--- src/rtl/oled_bounce_pkg.sv ---
// Shared colour types and constants for the bouncing-box pixel source.
// The 8-entry palette is used only when OLED_BOUNCE_COLOR_CYCLE_EN is defined.
package oled_bounce_pkg;

   typedef logic [15:0] rgb565_t;

   localparam rgb565_t C_WHITE = 16'hFFFF;
   localparam rgb565_t C_RED   = 16'hF800;
   localparam rgb565_t C_GREEN = 16'h07E0;

   // Entry 0 sits in the low 16 bits so C_PALETTE[idx] selects entry idx.
   localparam logic [7:0][15:0] C_PALETTE = {
      16'h8410, 16'h07FF, 16'hF81F, 16'hFFE0,
      16'h001F, 16'h07E0, 16'hF800, 16'hFFFF
   };

endpackage

--- src/rtl/bounce_axis.sv ---
// One axis of the bouncing box: position plus travel direction, stepped once per frame tick.
// bounced is combinational and asserts on the tick that reverses the direction.
module bounce_axis #(
   parameter int C_size  = 128,
   parameter int C_box   = 16,
   parameter int C_speed = 1
) (
   input  logic       clk,
   input  logic       reset,
   input  logic       tick,
   output logic [8:0] pos,
   output logic       bounced
);

   localparam logic [8:0] C_MAX  = 9'(C_size - C_box);
   localparam logic [8:0] C_STEP = 9'(C_speed);

   logic [8:0] pos_q, pos_d;
   logic       dir_q, dir_d;

   always_comb begin
      pos_d   = pos_q;
      dir_d   = dir_q;
      bounced = 1'b0;
      if (tick) begin
         if (!dir_q) begin
            if (pos_q + C_STEP >= C_MAX) begin
               pos_d   = C_MAX;
               dir_d   = 1'b1;
               bounced = 1'b1;
            end else begin
               pos_d = pos_q + C_STEP;
            end
         end else begin
            // Clamp at zero rather than letting the subtraction wrap.
            if (pos_q <= C_STEP) begin
               pos_d   = 9'd0;
               dir_d   = 1'b0;
               bounced = 1'b1;
            end else begin
               pos_d = pos_q - C_STEP;
            end
         end
      end
   end

   always_ff @(posedge clk) begin
      if (reset) begin
         pos_q <= 9'd0;
         dir_q <= 1'b0;
      end else begin
         pos_q <= pos_d;
         dir_q <= dir_d;
      end
   end

   assign pos = pos_q;

endmodule

--- src/rtl/oled_bounce_gen.sv ---
// Checkerboard background with a diagonally bouncing box, one registered RGB565 pixel per x/y.
// Optional OLED_BOUNCE_COLOR_CYCLE_EN steps the box colour through a palette on each bounce.
module oled_bounce_gen
   import oled_bounce_pkg::*;
#(
   parameter int C_width  = 128,
   parameter int C_height = 240,
   parameter int C_box    = 16,
   parameter int C_speed  = 1
) (
   input  logic        clk,
   input  logic        reset,
   input  logic [6:0]  x,
   input  logic [7:0]  y,
   output logic [15:0] color,
   output logic        frame_tick,
   output logic [7:0]  bounce_count
);

   localparam logic [7:0] C_LAST_ROW = 8'(C_height - 1);
   localparam logic [8:0] C_BOX9     = 9'(C_box);

   logic [7:0] y_prev_q, y_prev_d;
   logic       frame_tick_q, frame_tick_d;
   logic [7:0] bounce_count_q, bounce_count_d;
   rgb565_t    color_q, color_d;
   logic       tick;
   logic [8:0] bx, by;
   logic       bx_bounced, by_bounced, bounce_evt;
   logic [8:0] x9, y9;
   logic       in_box;
   rgb565_t    box_color;

   assign tick       = (y_prev_q == C_LAST_ROW) && (y == 8'd0);
   assign bounce_evt = bx_bounced | by_bounced;

   bounce_axis #(.C_size(C_width), .C_box(C_box), .C_speed(C_speed)) u_axis_x (
      .clk(clk), .reset(reset), .tick(tick), .pos(bx), .bounced(bx_bounced)
   );

   bounce_axis #(.C_size(C_height), .C_box(C_box), .C_speed(C_speed)) u_axis_y (
      .clk(clk), .reset(reset), .tick(tick), .pos(by), .bounced(by_bounced)
   );

`ifdef OLED_BOUNCE_COLOR_CYCLE_EN
   logic [2:0] pal_idx_q, pal_idx_d;

   assign pal_idx_d = bounce_evt ? pal_idx_q + 3'd1 : pal_idx_q;
   assign box_color = C_PALETTE[pal_idx_q];

   always_ff @(posedge clk) begin
      if (reset) pal_idx_q <= 3'd0;
      else       pal_idx_q <= pal_idx_d;
   end
`else
   assign box_color = C_WHITE;
`endif

   assign x9     = {2'b00, x};
   assign y9     = {1'b0, y};
   assign in_box = (x9 >= bx) && (x9 < bx + C_BOX9) && (y9 >= by) && (y9 < by + C_BOX9);

   // Colour uses the position registers as they stand, so a tick edge still paints the old box.
   always_comb begin
      y_prev_d       = y;
      frame_tick_d   = tick;
      bounce_count_d = bounce_evt ? bounce_count_q + 8'd1 : bounce_count_q;
      color_d        = C_RED;
      if (in_box)          color_d = box_color;
      else if (x[3] ^ y[3]) color_d = C_GREEN;
   end

   always_ff @(posedge clk) begin
      if (reset) begin
         y_prev_q       <= 8'd0;
         frame_tick_q   <= 1'b0;
         bounce_count_q <= 8'd0;
         color_q        <= 16'h0000;
      end else begin
         y_prev_q       <= y_prev_d;
         frame_tick_q   <= frame_tick_d;
         bounce_count_q <= bounce_count_d;
         color_q        <= color_d;
      end
   end

   assign color        = color_q;
   assign frame_tick   = frame_tick_q;
   assign bounce_count = bounce_count_q;

endmodule

--- config.mk ---
export PLATFORM = sky130hd
export DESIGN_NAME = oled_bounce_gen
export DESIGN_NICKNAME = d
export VERILOG_FILES = /design/src/rtl/oled_bounce_pkg.sv /design/src/rtl/bounce_axis.sv /design/src/rtl/oled_bounce_gen.sv
export SDC_FILE = /design/constraint.sdc
export NUM_CORES = 1
export LEC_CHECK = 0
export CAP_MARGIN = 20
export CORE_AREA = 2 2 120 99
export DETAILED_ROUTE_END_ITERATION = 8
export DIE_AREA = 0 0 122 101
export GPL_ROUTABILITY_DRIVEN = 1
export MAX_ROUTING_LAYER = met4
export PLACE_DENSITY = 0.5
export SYNTH_ARGS = -nofsm -noshare
export SYNTH_HDL_FRONTEND = slang
export SYNTH_SLANG_ARGS = --single-unit
--- constraint.sdc ---
create_clock -name clk -period 2.85 [get_ports clk]
set_input_delay 0.7125 -clock clk [delete_from_list [all_inputs] [get_ports clk]]
set_output_delay 0.7125 -clock clk [all_outputs]
set_load 0.02 [all_outputs]
==> reports/metrics.cfg, run 1 <==
[detailed_routing]
dr.pass1.iters = 5
wl_um = 7927
ant_nets = 0
vias = 2793
post-route-drc-count = 0
viasPerCell = 5.014
wl_per_cell_um = 14.23
drt_iter0_drc = 250

[sta]
rsz0062_at_grt = no
fin_crit_ps = 2537
hold_viol = 0
relSlewSlack = 0.6216
setup_viol = 0
skew_ps = 6.460
fin_setup_tns_ps = 0
fin_ws_ps = 313.1
clock.fmax_ghz = 0.3942
tightest_slew_ps = 567.5
drv_slew = 0
fin_crit_sh = 0.8901

[power_and_ir_drop]
p_sw_mw = 0.3165
p_leak_nw = 1.319
total_power_mw = 1.309
p_seq_frac = 0.441
swShare = 0.2418
clockPowerShare = 0.444
p_int_mw = 0.9925
p_per_area_mw_per_mm2 = 353.3
ir_drop_v = 0.0002038
power_frac_comb = 0.116

[global_routing]
globalRouteMet3Util = 0.02545
gr-usage-met2 = 0.2046
grtUsageTotal = 0.1397
grt_pass1_wl_um = 13440
grtUsageMet1 = 0.1942
top_usage_layer = met2
grt-ovfl-total = 0
antenna_found_initial = 0
grt_max_degree = 32
grt_pass1_vias = 2711

[synth]
netlist_area_mm2 = 0.003060
avgSynthCellArea_um2 = 8.012
synthDistinctLibCells = 59
synth_nets = 432
synthCells = 382
ys_async_sr_fraction = 0
synth_seq_cells = 40
synth_warnings = 0
yosysSeqAreaShare = 0.2617
synth_flop_cell = dfxtp_1
synth-edff-count = 0

[floorplanning]
start_util = 0.2741
fp.dieArea_mm2 = 0.01232
io_pins = 42
die_h_um = 101
die_x_um = 122
core_area_mm2 = 0.01117
row_count = 35

[cts]
cts_buffer_depth = 2
clock_latency_ps = 280
root_buffer = clkbuf_16
cts.hold.buffers_added = 0
post_cts_buffers = 0
cts_tree = yes
cts-resized-gates = 0
numClockSinks = 40
cts_max_level = 2
clk_transition_reported_paths_ps = 60
cts_made_buffers = 5

[job]
maxCapViolations = 0

[critical_path]
cp_top_family = compound AO/OA/AOI/OAI gates
path_cells = clkdlybuf4s50_1, ha_1, nor2b_1, o21a_1, o21ai_0, nand2_1, a311o_1, nand4_1, o21ai_0
critPathRequiredTime_ps = 3010
cp_slowest_stage_delay_ps = 450
path_buf_inv = 1
path_class = in -> reg
startpoint_type = primary input
endpoint_kind = flip-flop
path_common_cell = o21ai_0
worstPathArrival_ps = 2700
cp_max_fo = 3
cpMaxStageDelayCell = clkdlybuf4s50_1

[layout]
fillers = 1186
utilization = 0.3318
antenna_cells = 0
multiInputGateArea_mm2 = 0.001959
regArea_um2 = 800.8
drive_above_1_share = 0.07579
nets = 458
instances_no_fill = 557
areaGrowthSynthToFinish_pct = 21.05

[placement]
dp_slack_ps = 28.77
placed_cells = 549
routabilityCongestion = 0.8339
place_hpwl_um = 5927
io_buffer_count = 41

[outcome]
outcome = finished, final reports clean

[min_path]
min_path_type = reg -> reg

cells by family (layout without fill, tap and decap cells):
logic type      after synthesis  in the layout  share of synthesized area
compound gates              106            106                     0.2281
mux                           1              1                   0.003271
buf+inv                      60             87                    0.09812
xor+xnor                     13             13                    0.03720
fa+ha+maj                    33             33                     0.1349
simple gates                129            129                     0.2367
flops                        40             40                     0.2617
metal layers:
| metal | wire length, µm | up-vias |
|---|---|---|
| met3 | 389 | 10 |
| met2 | 3414 | 73 |
| met1 | 3997 | 1269 |
| met5 | 0 | - |
| li1 | - | 1441 |
| met4 | 125 | 0 |
stage by stage:
| step | hold WS (ps) | cell area (µm²) |
|---|---|---|
| 2_1_floorplan | 480.5 | 3060 |
| 3_3_place_gp | 471.2 | 3556 |
| 3_5_place_dp | 489.5 | 3556 |
| 4_1_cts | 501.4 | 3705 |
| 5_1_grt | 522.0 | 3705 |
| 6_report | 496.0 | 3705 |
final timing paths:
check	from	end	slack, ps	cells past startpoint
setup / recovery	y[1]	color[14]	310	9
hold / removal	bounce_count[7]	bounce_count[7]	500	2
setup reg to reg	u_axis_x.pos[1]	bounce_count[7]	350	8
hold reg to reg	bounce_count[7]	bounce_count[7]	500	2
flip-flops by register name (all words and copies together), names as in the netlist:
name,cells
u_axis_x.pos,9
u_axis_y.pos,9
bounce_count,8
y_prev_q,8
color,3
frame_tick,1
u_axis_x.dir_q,1
u_axis_y.dir_q,1
cell usage after synthesis, types with 2 or more instances:
library cell	count	share of area
o22ai_1	2	0.0041
o32ai_1	3	0.0086
inv_1	24	0.029
xor2_1	4	0.011
nor3b_1	2	0.0049
ha_1	33	0.13
clkbuf_1	10	0.012
nor3_2	2	0.0065
a41oi_1	3	0.0086
nor2_1	22	0.027
xnor2_1	9	0.026
nand2_1	17	0.021
or4_1	5	0.012
nand2b_1	5	0.010
nor2b_1	11	0.022
a31oi_1	2	0.0041
o21ai_0	22	0.036
buf_1	2	0.0025
or3_1	5	0.010
a21oi_1	33	0.054
a311o_1	2	0.0065
o221ai_1	2	0.0057
nand4_1	9	0.018
dfxtp_1	40	0.26
buf_2	6	0.0098
o21ai_1	4	0.0065
and3_1	3	0.0061
o31ai_1	5	0.012
o41ai_1	2	0.0057
nand3b_1	2	0.0049
a21o_1	3	0.0074
inv_2	2	0.0025
buf_4	14	0.034
buf_6	2	0.0074
nor3_1	12	0.020
o21a_1	5	0.012
a211oi_1	4	0.0098
o311ai_0	2	0.0057
nand3_1	20	0.033
and2_1	2	0.0041
a221oi_1	2	0.0057
nor4_1	5	0.010
a22oi_1	2	0.0049
worst min-delay path, stage by stage, from the launching register on:
cell	delay, ps
dfxtp_1	320
o31ai_1	70
a21oi_1	60
power by group through the flow:
stage	Sequential (mW)	Combinational, mW	Clock (mW)
floorplan	0.593	0.0848	0
global placement	0.589	0.152	0
detailed placement	0.590	0.152	0
CTS	0.577	0.153	0.597
global route	0.578	0.167	0.620
finish	0.577	0.151	0.581
layout make-up:
| cell class | instances | area share |
|---|---|---|
| Sequential cell | 40 | 0.2161 |
| Multi-Input combinational cell | 282 | 0.5289 |
| Clock buffer | 6 | 0.03749 |
| Inverter | 26 | 0.02634 |
| Clock inverter | 2 | 0.002702 |
| Tap cell | 148 | 0.04998 |
| Timing Repair Buffer | 53 | 0.1385 |
placed cells by master, fill, tap and decap left out, drive strengths merged, types with 3 or more instances in the layout:
master,n
nor3,14
nand2b,5
a221oi,3
nor2,23
or4,5
ha,33
a211oi,4
o31ai,5
nand2,17
xor2,4
nand3,21
and3,3
a21oi,33
nand4,9
clkbuf,6
o21ai,26
or3,6
inv,26
xnor2,9
dfxtp,40
buf,12
clkdlybuf4s50,41
nor2b,11
o32ai,3
o21a,5
a21o,3
nor4,6
a41oi,3
(Power assumes the default switching activity.)
==> inputs of run 2 (changes only) <==
--- a/config.mk
+++ b/config.mk
@@ -5,13 +5,15 @@
 export SDC_FILE = /design/constraint.sdc
 export NUM_CORES = 1
 export LEC_CHECK = 0
+export ABC_AREA = 1
 export CAP_MARGIN = 20
-export CORE_AREA = 2 2 120 99
+export CORE_AREA = 2 2 125 102
 export DETAILED_ROUTE_END_ITERATION = 8
-export DIE_AREA = 0 0 122 101
+export DIE_AREA = 0 0 127 104
 export GPL_ROUTABILITY_DRIVEN = 1
 export MAX_ROUTING_LAYER = met4
-export PLACE_DENSITY = 0.5
+export PLACE_DENSITY = 0.49
+export REMOVE_ABC_BUFFERS = 1
 export SYNTH_ARGS = -nofsm -noshare
 export SYNTH_HDL_FRONTEND = slang
 export SYNTH_SLANG_ARGS = --single-unit
==> constraint.sdc (replaced) <==
create_clock -name clk -period 2.85 [get_ports clk]
set_input_delay 0.7125 -clock clk [delete_from_list [all_inputs] [get_ports clk]]
set_output_delay 0.7125 -clock clk [all_outputs]
set_load 0.1 [all_outputs]
==> run 2 against run 1 <==
Global-route usage grew 0.19 points. Combinational power rose by 66%. Synthesized cell count is 25% higher. Hold slack improved by 27 ps. Largest power group unchanged. Highest routed layer unchanged.
==> reports/metrics.cfg, run 2 <==
[detailed_routing]
wl_um = 9031
drt_iter0_drc = 167
ant_nets = 0
viasPerCell = 4.804
post-route-drc-count = 0
dr.pass1.iters = 4
vias = 3166
wl_per_cell_um = 13.70

[layout]
layout_commonest_cell = nand2_1
areaGrowthSynthToFinish_pct = 17.82
instances_no_fill = 659
final_cell_area_mm2 = 0.003871
nets = 556
antenna_cells = 0
drive_above_1_share = 0.1361
mostFrequentLayoutCells = 94 x nand2_1, 49 x nor2_1, 46 x inv_1, 40 x dfxtp_1, 35 x a21oi_1

[sta]
skew_ps = 4.914
drv_slew = 0
fin_crit_sh = 0.8328
setup_viol = 0
rsz0062_at_grt = no
tightest_slew_ps = 504.8
relSlewSlack = 0.6631
hold_viol = 0
fin_crit_ps = 2374
fin_setup_tns_ps = 0
holdWs_ps = 523.0
clock.fmax_ghz = 0.4213

[synth]
ys_top_cells_by_area = dfxtp_1 24%, ha_1 13%, nand2_1 11%
synth_flop_cell = dfxtp_1
yosysMostFrequentCell = nand2_1
synth.top_cell.area_share = 0.2437
synth_warnings = 0
ys_async_sr_fraction = 0
synth-edff-count = 0
synth_top_area_cell = dfxtp_1
synthCells = 478
synthDistinctLibCells = 36
synth_top_cells_by_count = 94 x nand2_1, 49 x nor2_1, 46 x inv_1, 40 x dfxtp_1, 35 x a21oi_1
avgSynthCellArea_um2 = 6.874
yosysSeqAreaShare = 0.2437
synth_seq_cells = 40
netlist_area_mm2 = 0.003286

[critical_path]
cp-startpoint = y[7]
rrSetupSlack_ps = 680
rr_worst_depth = 12
critPathRequiredTime_ps = 3060
path_class = in -> reg
endpoint_kind = flip-flop
r2r_end = bounce_count[5]
startpoint_type = primary input
cp_max_fo = 15
worstPathArrival_ps = 2590
reg2reg_from = u_axis_y.pos[4]
crit_path_end = u_axis_y.pos[8]

[global_routing]
grt_pass1_vias = 2940
grtUsageMet1 = 0.2014
grtUsageTotal = 0.1415
gr-usage-met2 = 0.2078
grt_max_degree = 23
top_usage_layer = met2
antenna_found_initial = 0
grt_pass1_wl_um = 14870
globalRouteMet3Util = 0.03292
grt-ovfl-total = 0

[placement]
placed_cells = 651
io_buffer_count = 41
dpl_cell_area_mm2 = 0.003694
place_hpwl_um = 7099
routabilityCongestion = 0.8473

[power_and_ir_drop]
clockPowerShare = 0.448
p_leak_nw = 1.671
power_frac_comb = 0.167
p_seq_frac = 0.385
p_sw_mw = 0.4223
ir_drop_v = 0.0002514
swShare = 0.2822
p_int_mw = 1.074
p_per_area_mw_per_mm2 = 386.6

[cts]
cts.hold.buffers_added = 0
post_cts_buffers = 0
cts_made_buffers = 5
cts_max_level = 2
root_buffer = clkbuf_16
cts_tree = yes
cts_buffer_depth = 2
cts-resized-gates = 0
clock_latency_ps = 280
clk_transition_reported_paths_ps = 60
numClockSinks = 40

[floorplanning]
die_x_um = 127
fp.dieArea_mm2 = 0.01321
row_count = 36
start_util = 0.2742
core_area_mm2 = 0.01198
die_h_um = 104
io_pins = 42

[job]
maxCapViolations = 0

[min_path]
min_path_type = reg -> reg
holdCritStartpoint = bounce_count[3]
hold_path_depth = 2

[outcome]
outcome = finished, final reports clean

==> run 2: cell types whose count changed in the layout (fill, tap and decap cells not counted), moves of 6 or more <==
cell,previous run,this run
nand2_1,17,94
nor2_1,22,49
clkdlybuf4s50_1,41,16
inv_1,24,46
buf_4,11,28
nand3_1,20,33
xor2_1,4,16
nor2b_1,11,0
o21ai_0,22,30
a31oi_1,2,8
nand2_2,0,6
==> run 2: power groups by stage <==
stage,combinational (mW),sequential [mW],clock [mW]
floorplan,0.0548,0.705,0
global placement,0.250,0.588,0
detailed placement,0.250,0.588,0
CTS,0.251,0.576,0.682
global route,0.265,0.577,0.716
finish,0.250,0.576,0.671
==> run 2: cell type report <==
type	count	area [µm²]
inverter	51	191.4
tap	152	190.2
clock inverter	2	38.79
timing repair buffer	44	370.4
sequential	40	800.8
clock buffer	6	138.9
fill	1287	8110
multi-input combinational	364	2141
==> run 2: through the flow <==
step	util	total power [mW]	setup WS [ps]
5_1_grt	0.3231	1.558	337.5
6_report	0.3231	1.496	476.4
4_1_cts	0.3231	1.508	494.5
3_3_place_gp	0.3083	0.8377	294.6
2_1_floorplan	-	0.7600	-1993
3_5_place_dp	0.3083	0.8385	216.9
==> run 2: how the worst min path moves through the flow <==
stage | slack [ps] | to
finish | 520 | bounce_count[3]
global route | 560 | bounce_count[3]
CTS | 520 | bounce_count[3]
detailed placement | 510 | bounce_count[3]
global placement | 510 | bounce_count[3]
floorplan | 500 | u_axis_x.pos[7]
==> run 2: layer usage <==
layer / routed length [µm] / vias to the layer above
li1: - / 1635
met1: 4653 / 1447
met2: 3861 / 78
met3: 470 / 6
met4: 45 / 0
met5: 0 / -
==> run 2: cells by family after synthesis <==
family	Yosys count	synth area share
compound gates	80	0.1291
xor+xnor	22	0.06321
fa+ha+maj	33	0.1257
buf+inv	74	0.1047
flops	40	0.2437
simple gates	229	0.3336
==> run 2: worst max-delay path, stage by stage <==
cell             delay, ps
clkdlybuf4s50_1        470
inv_1                  100
nand4_1                180
nor2_1                 130
nand2_1                 50
or2_1                  350
inv_2                  260
nand2_1                 80
nand2_1                 70
nand3_1                 60
a21oi_1                140
